### src/rtl/out_bram_reader.sv
// Drains a contiguous run of words from the output BRAM into a valid/ready stream.
// A 2-entry FIFO absorbs the one-cycle BRAM read latency so a ready sink gets one word per cycle.
module out_bram_reader #(
  parameter int ADDR_WIDTH = 11,
  parameter int DATA_WIDTH = 128,
  parameter int DEPTH      = 2048
) (
  input  logic                  clk,
  input  logic                  rst,
  input  logic                  start,
  input  logic [ADDR_WIDTH-1:0] base_addr,
  input  logic [ADDR_WIDTH:0]   word_cnt,
  output logic                  busy,
  output logic                  done,
  output logic                  re,
  output logic [ADDR_WIDTH-1:0] rd_addr,
  input  logic [DATA_WIDTH-1:0] rd_data,
  output logic                  m_valid,
  input  logic                  m_ready,
  output logic [DATA_WIDTH-1:0] m_data,
  output logic                  m_last
);

  typedef enum logic [1:0] {IDLE, RUN, FINISH} state_t;

  localparam logic [ADDR_WIDTH:0]   DEPTH_CNT = (ADDR_WIDTH+1)'(DEPTH);
  localparam logic [ADDR_WIDTH:0]   ONE_CNT   = (ADDR_WIDTH+1)'(1);
  localparam logic [ADDR_WIDTH-1:0] LAST_ADDR = ADDR_WIDTH'(DEPTH - 1);

  state_t                state;
  state_t                state_next;
  logic [ADDR_WIDTH:0]   issue_left;
  logic                  pend;
  logic                  pend_last;
  logic [1:0]            occ;
  logic [1:0]            in_flight;
  logic [DATA_WIDTH-1:0] fifo_data [2];
  logic                  fifo_last [2];
  logic                  wr_ptr;
  logic                  rd_ptr;
  logic                  handshake;
  logic                  accept;

  assign in_flight = occ + {1'b0, pend};
  assign handshake = m_valid & m_ready;
  assign accept    = (state == IDLE) & start;
  assign m_valid   = (occ != 2'd0);
  assign m_data    = fifo_data[rd_ptr];
  assign m_last    = m_valid & fifo_last[rd_ptr];

  always_ff @(posedge clk or posedge rst) begin
    if (rst) state <= IDLE;
    else     state <= state_next;
  end

  always_comb begin
    state_next = state;
    case (state)
      IDLE:    if (start) state_next = (word_cnt == '0) ? FINISH : RUN;
      RUN:     if (handshake && m_last) state_next = FINISH;
      FINISH:  state_next = IDLE;
      default: state_next = IDLE;
    endcase
  end

  // A read may be issued into a full pipeline only when the head leaves this same cycle.
  always_comb begin
    busy = 1'b0;
    done = 1'b0;
    re   = 1'b0;
    case (state)
      RUN: begin
        busy = 1'b1;
        re   = (issue_left != '0) &&
               ((in_flight < 2'd2) || ((in_flight == 2'd2) && handshake));
      end
      FINISH:  done = 1'b1;
      default: ;
    endcase
  end

  always_ff @(posedge clk or posedge rst) begin
    if (rst) begin
      issue_left   <= '0;
      rd_addr      <= '0;
      pend         <= 1'b0;
      pend_last    <= 1'b0;
      occ          <= 2'd0;
      wr_ptr       <= 1'b0;
      rd_ptr       <= 1'b0;
      fifo_data[0] <= '0;
      fifo_data[1] <= '0;
      fifo_last[0] <= 1'b0;
      fifo_last[1] <= 1'b0;
    end else begin
      pend      <= re;
      pend_last <= re && (issue_left == ONE_CNT);
      if (accept && (word_cnt != '0)) begin
        rd_addr    <= base_addr;
        issue_left <= (word_cnt > DEPTH_CNT) ? DEPTH_CNT : word_cnt;
      end else if (re) begin
        rd_addr    <= (rd_addr == LAST_ADDR) ? '0 : rd_addr + 1'b1;
        issue_left <= issue_left - 1'b1;
      end
      // The last-word tag travels with the read so m_last needs no separate delivery counter.
      if (pend) begin
        fifo_data[wr_ptr] <= rd_data;
        fifo_last[wr_ptr] <= pend_last;
        wr_ptr            <= ~wr_ptr;
      end
      if (handshake) rd_ptr <= ~rd_ptr;
      occ <= occ + {1'b0, pend} - {1'b0, handshake};
    end
  end

endmodule

### config.mk
export PLATFORM = sky130hd
export DESIGN_NAME = out_bram_reader
export DESIGN_NICKNAME = d
export VERILOG_FILES = /design/src/rtl/out_bram_reader.sv
export SDC_FILE = /design/constraint.sdc
export NUM_CORES = 1
export LEC_CHECK = 0
export ABC_AREA = 1
export CORE_MARGIN = 2
export CORE_UTILIZATION = 45
export CTS_BUF_LIST = sky130_fd_sc_hd__clkbuf_4 sky130_fd_sc_hd__clkbuf_8
export DETAILED_ROUTE_END_ITERATION = 16
export PLACE_DENSITY = 0.8
export SKIP_LAST_GASP = 1
export SYNTH_ARGS = -nofsm -noshare
export SYNTH_HDL_FRONTEND = slang
export SYNTH_SLANG_ARGS = --single-unit
### constraint.sdc
create_clock -name clk -period 20.1 [get_ports clk]
set_clock_uncertainty 0.2 [all_clocks]
set_input_delay 3.015 -clock clk [delete_from_list [all_inputs] [get_ports clk]]
set_output_delay 3.015 -clock clk [all_outputs]
set_load 0.01 [all_outputs]
# Yosys cells after proc, flatten, opt, wreduce, memory -nomap -nowiden
# Index checks and enable logic that the tools add are counted.
# classes
addsub,4
reduce_logical,14
n_eq_ne,7
muxes,25
bitwise,7
magnitude_cmp,5
# op_table
operator,n
128-bit 2-to-1 mux,4
256-bit bitwise mux,1
128-bit demux with 1-bit select,1
12-bit 2-to-1 mux,3
11-bit 2-to-1 mux,3
12-bit nonzero test,2
"12-bit by 1-bit equality test with 1-bit output, second input constant",1
"12-bit > comparator, second input constant",1
12-bit logical NOT,1
"12-bit by 1-bit subtractor with 12-bit output, second input constant",1
"11-bit by 1-bit adder with 11-bit output, second input constant",1
"11-bit equality test, second input constant",1
1-bit 2-to-1 mux,7
1-bit logical AND,6
2-bit 2-to-1 mux,3
"2-bit equality test, second input constant",2
"2-bit greater-or-equal comparator, second input constant",2
"2-bit inequality test, second input constant",2
1-bit NOT with 2-bit output,2
2-bit one-hot mux with 2 select lines,1
2-bit nonzero test,2
1-bit bitwise AND,3
2-bit by 1-bit adder with 2-bit output,1
2-bit bitwise mux,1
other kinds (9),10
# word_totals
register_bits,289
wordCells,74
out_inout_bits,144

# Depth between registers and ports, before layout
# Gate-level depths: netlist of the first run.
# logic_depth
depth_word,8
depth_mapped,10
mapped_depth_nobuf,10

# Worst setup path before layout of the first run
# No wires, ideal clock.
# synth_path
kind,input-to-output
start,in m_ready
end,out re
slack_ps,13269
path_stages,6
arrival_time_ps,3616
n_path_buf,0
path_cell_list,inv_1 > nor2_4 > nand2_1 > nand2_1 > nand3_4 > inv_2
# synth_between
elab_chain_len,5
# synth_rtl
element,line_no,text
"start, declared",19,"input logic m_ready,"
1-bit bitwise AND,45,assign handshake = m_valid & m_ready;
via handshake,41,logic handshake;
1-bit logical AND,75,((in_flight < 2'd2) || ((in_flight == 2'd2) && handshake));
1-bit logical OR,75,
1-bit logical AND,74,re = (issue_left != '0) &&
1-bit 2-to-1 mux,71,case (state)
"end, declared",15,"output logic re,"
# The timed path passes the listed nets, and every way through them passes these cells.

# Worst setup path in the final report of the first run
# Same ends and word-level chain as after synthesis.

==> flow_metrics.tcl, run 1 <==
set metrics [dict create \
    ys.warnings.count 0 \
    grt-ovfl-total 0 \
    cts_resized 0 \
    grt.total_usage 0.225 \
    hp-class "reg2reg" \
    io_pins 299 \
    die_y_um 175 \
    drtIter0Drc 870 \
    power_density_mw_per_mm2 172 \
    fillers 2522 \
    final.setup.tns_ns 0 \
    rr_endpoint "state[1]" \
    max-cap-violations 0 \
    port_buffers 298 \
    synthesis.area_mm2 0.0132 \
    layout_min_cycle_time_ns 8.14 \
    p_leak_nw 8.98 \
    ys_seq_area_frac 0.547 \
    min_from "fifo_data[159]" \
    cp.required_ns 16.89 \
    worstMarginPinSlew_ns 1.04 \
    r2r_cells 8 \
    r2r_start "rd_ptr" \
    worstSetupPathType "in2out" \
    grt_antenna_before_repair 1 \
    slew_headroom 0.308 \
    rsz0062_at_grt "no" \
    grt_pass1_vias 11439 \
    row_count 62 \
    finalCritPeriodShare 0.405 \
    status "finished clean" \
    clock_sinks 289 \
    setup_violations 0 \
    grt_pass1_wl_um 56900 \
    htreeDepth 2 \
    synthFlopType "dfrtp_1" \
    worstPathArrival_ns 4.93 \
    die_x_um 175 \
    syn_nets 1875 \
    place_congestion 0.908 \
    maxSlewViolCount 0 \
    fp.coreArea_mm2 0.0289 \
    async_reset_ff_frac 1.00 \
    drive_above_1_share 0.0561 \
    path_clk_slew_ns 0.05 \
    synth_area_per_cell_um2 7.72 \
    min_to "fifo_data[159]" \
    critPathLaunch "m_ready" \
    crit_fanout 17 \
    numCtsBuffers 49 \
    fmax_ghz 0.123 \
    ir_drop_mv 0.0937 \
    r2r_setup_slack_ns 16.79 \
    critPathCaptureType "primary output" \
    syn_to_final_growth_pct 31.9 \
    stdcell_count 2400 \
    dr.pass1.iters 5 \
    drc 0 \
    totalWireLength_um 34800 \
    hold_viol_final 0 \
    clkLatencyLatePin_ns 0.56 \
    antenna_cells 0 \
    placed_cells 2314 \
    synth_cells 1714 \
    synth.distinct_cells 28 \
    vias 11905 \
    dp_hpwl_um 22700 \
    clockBufferDepth 3 \
    synthTopCellsByArea "dfrtp_1, nand2_1, o21ai_0" \
    hold_depth 2 \
    initial_core_util 0.458 \
    detail_route.vias_per_cell 4.96 \
    cp-start-kind "input port" \
    cts_tree "built" \
    post-cts-setup-buffer-count 0 \
    synth_seq_cells 289 \
    grt_max_degree 139 \
    synth_top_cell_by_area "dfrtp_1" \
    cts_hold_buffers 0 \
    nets 2142 \
    dieArea_mm2 0.0308 \
    synth_top_area_share 0.547 \
    avgRoutedWirePerCell_um 14.5 \
    postRouteAntennaNets 0 \
    cts-root-buf "clkbuf_8" \
    synth-edff-count 0 \
]
[metrics by stage]
stage	utilization	power, mW	cell area [um2]	worst slack, ns	hold slack, ns
after floorplan	-	1.80	13200	8.91	0.253
after global placement	0.568	2.41	16400	12.00	0.265
after detailed placement	0.568	2.45	16400	11.96	0.273
after CTS	0.605	3.02	17400	11.95	0.287
after global routing	0.605	3.24	17400	11.83	0.301
final	0.605	3.00	17400	11.96	0.282
[logic make-up (layout without fill, tap and decap cells)]
kind of cell	Yosys count	after routing	synth area share
and+or+nand+nor	880	880	0.261
xor gates and xnor gates	9	9	0.00596
adders and majority gates	6	6	0.00568
buffers and inverters	263	565	0.0790
DFF	289	289	0.547
AOI/OAI and AO/OA	267	267	0.102
[synthesized netlist by cell type, types with 3 or more instances]
| library cell | n |
|---|---|
| nor2_2 | 6 |
| a21oi_1 | 3 |
| ha_1 | 6 |
| dfrtp_1 | 289 |
| nand4_1 | 6 |
| buf_1 | 9 |
| nand3_1 | 54 |
| inv_1 | 169 |
| clkbuf_1 | 55 |
| xor2_1 | 7 |
| buf_2 | 22 |
| o21ai_0 | 243 |
| buf_6 | 3 |
| o21ai_1 | 19 |
| nand2_1 | 769 |
| nor2_1 | 37 |
[sequential cells by signal (all words and copies together) (netlist names)]
signal      flops
fifo_data     256
issue_left     12
rd_addr        11
fifo_last       2
occ             2
state           2
pend            1
pend_last       1
rd_ptr          1
wr_ptr          1
[final cells by class]
cell class,instances,area [um2],share of cell area
sequential,289,7240,0.415
multi-input combinational,1162,4960,0.284
timing repair buffer,307,3050,0.175
clock buffer,84,1060,0.0605
inverter,172,656,0.0376
tap,384,480,0.0275
clock inverter,2,12.5,0.000717
[report_power, final]
group / leakage [nW] / switching (mW) / internal, mW
registers: 3.55 / 0.186 / 0.870
logic: 4.86 / 0.761 / 0.625
clock network: 0.567 / 0.227 / 0.327
total: 8.98 / 1.17 / 1.82
[layout by cell type (no fill, tap or decap), types with 2 or more instances in the layout]
master           count
xnor2_1              2
a21oi_1              3
nor2_2               6
nand2_1            768
inv_1              167
clkbuf_4            16
clkdlybuf4s50_1    298
nor2_1              37
nor3_1               2
dfrtp_1            288
o21ai_0            243
buf_4                9
inv_2                2
xor2_1               7
nand2_4              3
nand4_1              6
nand3_1             54
o21ai_1             19
ha_1                 6
clkbuf_8            68
[routing by layer]
metal / vias up / routed length (um) / global-route usage
met2: 427 / 16300 / 0.370
met3: 72 / 2510 / 0.0435
met1: 5578 / 15000 / 0.304
li1: 5826 / - / -
met5: - / 15 / 0
met4: 2 / 955 / 0.0699
[worst max path at each step]
stage | endpoint | slack (ns) | cells after the start
6_report | re | 11.96 | 8
3_5_place_dp | re | 11.96 | 8
3_3_place_gp | re | 12.00 | 8
4_1_cts | re | 11.95 | 8
2_1_floorplan | fifo_data[0] | 8.91 | 1
5_1_grt | re | 11.83 | 8
[critical path, cell delays in order]
cell	delay, ns
clkdlybuf4s50_1	0.48
inv_1	0.07
nor2_4	0.14
nand2_1	0.07
nand2_1	0.12
nand3_4	0.22
inv_2	0.23
clkdlybuf4s50_1	0.59
Note: power is estimated with default switching activity, not from simulation.
==> run 2: changes to the inputs <==
Settings changed: PLACE_DENSITY 0.8 to 0.83.
Clock period 20.1 ns to 6.82 ns, I/O delays scaled along.
==> run 2 against run 1 <==
  * Via count is 0.41% higher
  * First-iteration DRC count up 21%
  * Count of clock-buffer cells in the layout fell by 6
  * Final cell count down 0.13%
  * Design area shrank 0.42%
  * Critical path depth shrank 3
  * Worst setup slack got worse by 9.8 ns
  * Total power increased to 2.9 times the previous value
  * Core utilization fell by 0.25 points
  * Die area unchanged
  * Critical path type is now reg2out
  * Largest power group unchanged
==> flow_metrics.tcl, run 2 (synthesis results as in run 1) <==
set metrics [dict create \
    status "finished clean" \
    max_stage_delay_ns 0.87 \
    cts-root-buf "clkbuf_8" \
    grt_pass1_vias 11680 \
    drtIter0Drc 1055 \
    critPathCaptureType "primary output" \
    rsz0062_at_grt "no" \
    crit_fanout 86 \
    numCtsBuffers 47 \
    placed_cells 2314 \
    finalCritPeriodShare 0.689 \
    worst_slack_ns 2.12 \
    postRouteAntennaNets 0 \
    regMostFlops "fifo_data" \
    path_cells "inv_4 > buf_4 > nand2_1 > nand2_1 > clkdlybuf4s50_1" \
    clock_sinks 289 \
    worstMarginPinSlew_ns 1.03 \
    crit_slowest_cell "inv_4" \
    cp_common_cell "nand2_1" \
    min_from "fifo_data[191]" \
    reg_top3 "fifo_data x256, issue_left x12, rd_addr x11" \
    grt_max_degree 164 \
    largest_register_ffs 256 \
    nets 2140 \
    final.setup.tns_ns 0 \
    row_count 62 \
    layout_commonest_cell "nand2_1" \
    dp_hpwl_um 23400 \
    design_area_mm2 0.0174 \
    clkLatencyLatePin_ns 0.54 \
    worstPathArrival_ns 3.48 \
    power_density_mw_per_mm2 502 \
    place_congestion 0.872 \
    placed_area_mm2 0.0164 \
    max-cap-violations 0 \
    ir_drop_mv 0.288 \
    syn_to_final_growth_pct 31.4 \
    worstSetupPathType "reg2out" \
    io_pins 299 \
    die_y_um 175 \
    slew_headroom 0.313 \
    cp.required_ns 5.60 \
    hp-class "reg2reg" \
    grt-ovfl-total 0 \
    setup_violations 0 \
    pre_cts_ws_ns 2.68 \
    cts_hold_buffers 0 \
    fmax_ghz 0.213 \
    dieArea_mm2 0.0308 \
    avgRoutedWirePerCell_um 14.7 \
    htreeDepth 2 \
    vias 11954 \
    critPathLaunch "rd_ptr" \
    drive_above_1_share 0.0537 \
    die_x_um 175 \
    maxSlewViolCount 0 \
    final_cell_mix "nand2_1, clkdlybuf4s50_1, dfrtp_1" \
    hold_viol_final 0 \
    layout_min_cycle_time_ns 4.70 \
    totalWireLength_um 35300 \
    port_buffers 298 \
    dr.pass1.iters 5 \
    grt_pass1_wl_um 57300 \
    path_clk_slew_ns 0.06 \
    post-cts-setup-buffer-count 0 \
    fp.coreArea_mm2 0.0289 \
    cts_tree "built" \
    cp-start-kind "flip-flop" \
    clockBufferDepth 3 \
    initial_core_util 0.458 \
    grt.total_usage 0.227 \
    cts_resized 0 \
    drc 0 \
    p_leak_nw 8.94 \
    stdcell_count 2397 \
    r2r_start "rd_ptr" \
    detail_route.vias_per_cell 4.99 \
    grt_antenna_before_repair 3 \
]
-- run 2: cell types whose count changed in the layout (fill, tap and decap cells not counted) --
cell,change
buf_12,+2
buf_4,-2
clkbuf_4,+3
clkbuf_8,-9
clkinv_2,+2
diode_2,+2
inv_8,-1
-- run 2: worst paths after layout --
| check | endpoint | slack, ns | cells past startpoint |
|---|---|---|---|
| min reg2reg | fifo_data[191] | 0.28 | 2 |
| max reg2reg | state[1] | 4.06 | 7 |
| min | fifo_data[191] | 0.28 | 2 |
| max | m_data[103] | 2.12 | 5 |
| max in group asynchronous | fifo_data[165] | 4.57 | 3 |
| min in group asynchronous | fifo_data[51] | 0.58 | 2 |
-- run 2: final cells by class --
type	count	area [um2]
antenna	2	5.00
clock buffer	78	955
fill	2484	11500
tap	384	480
clock inverter	3	15.0
sequential	289	7240
multi-input combinational	1162	4960
timing repair buffer	307	3080
inverter	172	652
-- run 2: worst max-delay path: cells and delay by family (launching register included) --
kind,cells,cell delay [ns]
buf+inv,3,1.93
flops,1,0.73
simple gates,2,0.19
-- run 2: through the flow --
stage          hold WS (ns)   util  total power [mW]
2_1_floorplan         0.253      -              5.32
3_3_place_gp          0.266  0.568              7.08
3_5_place_dp          0.272  0.568              7.22
4_1_cts               0.287  0.602              8.79
5_1_grt               0.307  0.602              9.43
6_report              0.280  0.602              8.73
-- run 2: where the power goes --
| part | switching [mW] | internal, mW | leakage, nW |
|---|---|---|---|
| Clock | 0.647 | 0.875 | 0.523 |
| Combinational | 2.21 | 1.84 | 4.86 |
| Sequential | 0.586 | 2.56 | 3.55 |
-- run 2: layer usage --
metal | up-vias | track usage | routed length (um)
li1 | 5814 | - | -
met1 | 5574 | 0.300 | 14900
met2 | 469 | 0.368 | 16500
met3 | 95 | 0.0465 | 2600
met4 | 2 | 0.0906 | 1400
met5 | - | 0 | 13
==> run 3: changes to the inputs <==
Clock period 6.82 ns to 4.11 ns, I/O delays scaled along.
==> run 3 against run 2 <==
  * Sequential power up 63%
  * Final cell count up 0.13%
  * Largest power group unchanged
  * Global-route usage up 0.16 points
  * Design area up 0.60%
  * Critical path type unchanged
  * Combinational power up 70%
  * Worst setup slack worse by 1.6 ns
  * Highest routed layer is now met4
  * Via count down 0.13%
==> flow_metrics.tcl, run 3 (synthesis results as in run 1) <==
set metrics [dict create \
    hp-class "reg2reg" \
    cts-root-buf "clkbuf_8" \
    post-cts-setup-buffer-count 0 \
    worstPathArrival_ns 2.75 \
    worstSetupPathType "reg2out" \
    drc 0 \
    port_buffers 298 \
    grt-ovfl-total 0 \
    htreeDepth 2 \
    setup_violations 0 \
    row_count 62 \
    grt_pass1_vias 11672 \
    fmax_ghz 0.280 \
    cts_resized 0 \
    worstMarginPinSlew_ns 1.02 \
    largest_register_ffs 256 \
    layout_min_cycle_time_ns 3.57 \
    placed_cells 2321 \
    hold_ws_ns 0.281 \
    cp-start-kind "flip-flop" \
    critPathCaptureType "primary output" \
    drtIter0Drc 844 \
    totalWireLength_um 35200 \
    avgRoutedWirePerCell_um 14.7 \
    critPathLaunch "rd_ptr" \
    die_y_um 175 \
    maxSlewViolCount 0 \
    layout_commonest_cell "nand2_1" \
    cp.required_ns 3.29 \
    dr.pass1.iters 5 \
    worst_slack_ns 0.544 \
    placed_area_mm2 0.0165 \
    syn_to_final_growth_pct 32.2 \
    stdcell_count 2400 \
    p_total_mw 14.5 \
    dp_hpwl_um 23500 \
    die_x_um 175 \
    r2r_start "pend" \
    postRouteAntennaNets 0 \
    final_cell_mix "nand2_1, clkdlybuf4s50_1, dfrtp_1" \
    p_leak_nw 8.98 \
    grt.total_usage 0.228 \
    slew_headroom 0.322 \
    ir_drop_mv 0.599 \
    design_area_mm2 0.0175 \
    initial_core_util 0.458 \
    hold_viol_final 0 \
    finalCritPeriodShare 0.868 \
    cts_hold_buffers 0 \
    clockBufferDepth 3 \
    path_clk_slew_ns 0.06 \
    status "finished clean" \
    vias 11939 \
    grt_pass1_wl_um 57600 \
    numCtsBuffers 47 \
    rsz0062_at_grt "no" \
    cts_tree "built" \
    reg_top3 "fifo_data x256, issue_left x12, rd_addr x11" \
    nets 2147 \
    io_pins 299 \
    dieArea_mm2 0.0308 \
    grt_max_degree 102 \
    detail_route.vias_per_cell 4.97 \
    power_density_mw_per_mm2 830 \
    grt_antenna_before_repair 0 \
    place_congestion 0.886 \
    drive_above_1_share 0.0561 \
    min_from "fifo_data[190]" \
    fp.coreArea_mm2 0.0289 \
    clkLatencyLatePin_ns 0.54 \
    crit_fanout 55 \
    antenna_cells 0 \
    r2r_cells 4 \
    hold_depth 2 \
    regMostFlops "fifo_data" \
    clock_sinks 289 \
    pre_cts_ws_ns 0.770 \
    max-cap-violations 0 \
]
run 3: changes by cell type in the layout (fill, tap and decap cells not counted):
cell / delta
buf_12: +6
clkbuf_4: -4
clkinvlp_4: +4
diode_2: -2
buf_4: +1
clkbuf_8: -1
clkinv_2: -1
run 3: final cells by class:
cell class	count	area (um2)
fillers	2506	11400
inverters	172	652
multi-input cells	1162	4960
clock buffers	73	911
repair buffers	314	3200
clock inverters	6	40.0
well taps	384	480
flip-flops and latches	289	7240
run 3: path summary, 6_finish.rpt:
| path | to | slack [ns] |
|---|---|---|
| min reg2reg | fifo_data[190] | 0.28 |
| min in group asynchronous | fifo_data[180] | 0.35 |
| max reg2reg | fifo_data[201] | 1.88 |
| min | fifo_data[190] | 0.28 |
| max in group asynchronous | fifo_data[108] | 2.41 |
| max | m_data[8] | 0.54 |
run 3: metrics by stage:
step,setup TNS [ns],util
2_1_floorplan,-155.97,-
3_3_place_gp,0,0.573
3_5_place_dp,0,0.573
4_1_cts,0,0.606
5_1_grt,0,0.606
6_report,0,0.606
run 3: report_power, final:
group	internal, mW	switching, mW
clock network	1.40	1.09
logic	3.12	3.77
registers	4.25	0.884
total	8.77	5.74
run 3: worst max-delay path: stages, from the launching register on:
cell	delay, ns
dfrtp_4	0.74
buf_4	0.60
nand2_1	0.13
nand2_1	0.13
clkdlybuf4s50_1	0.55
run 3: routing by layer:
metal  track usage  wire length, um
met2         0.381            17100
met5             0                0
met3        0.0400             2180
met4        0.0882             1300
met1         0.299            14600
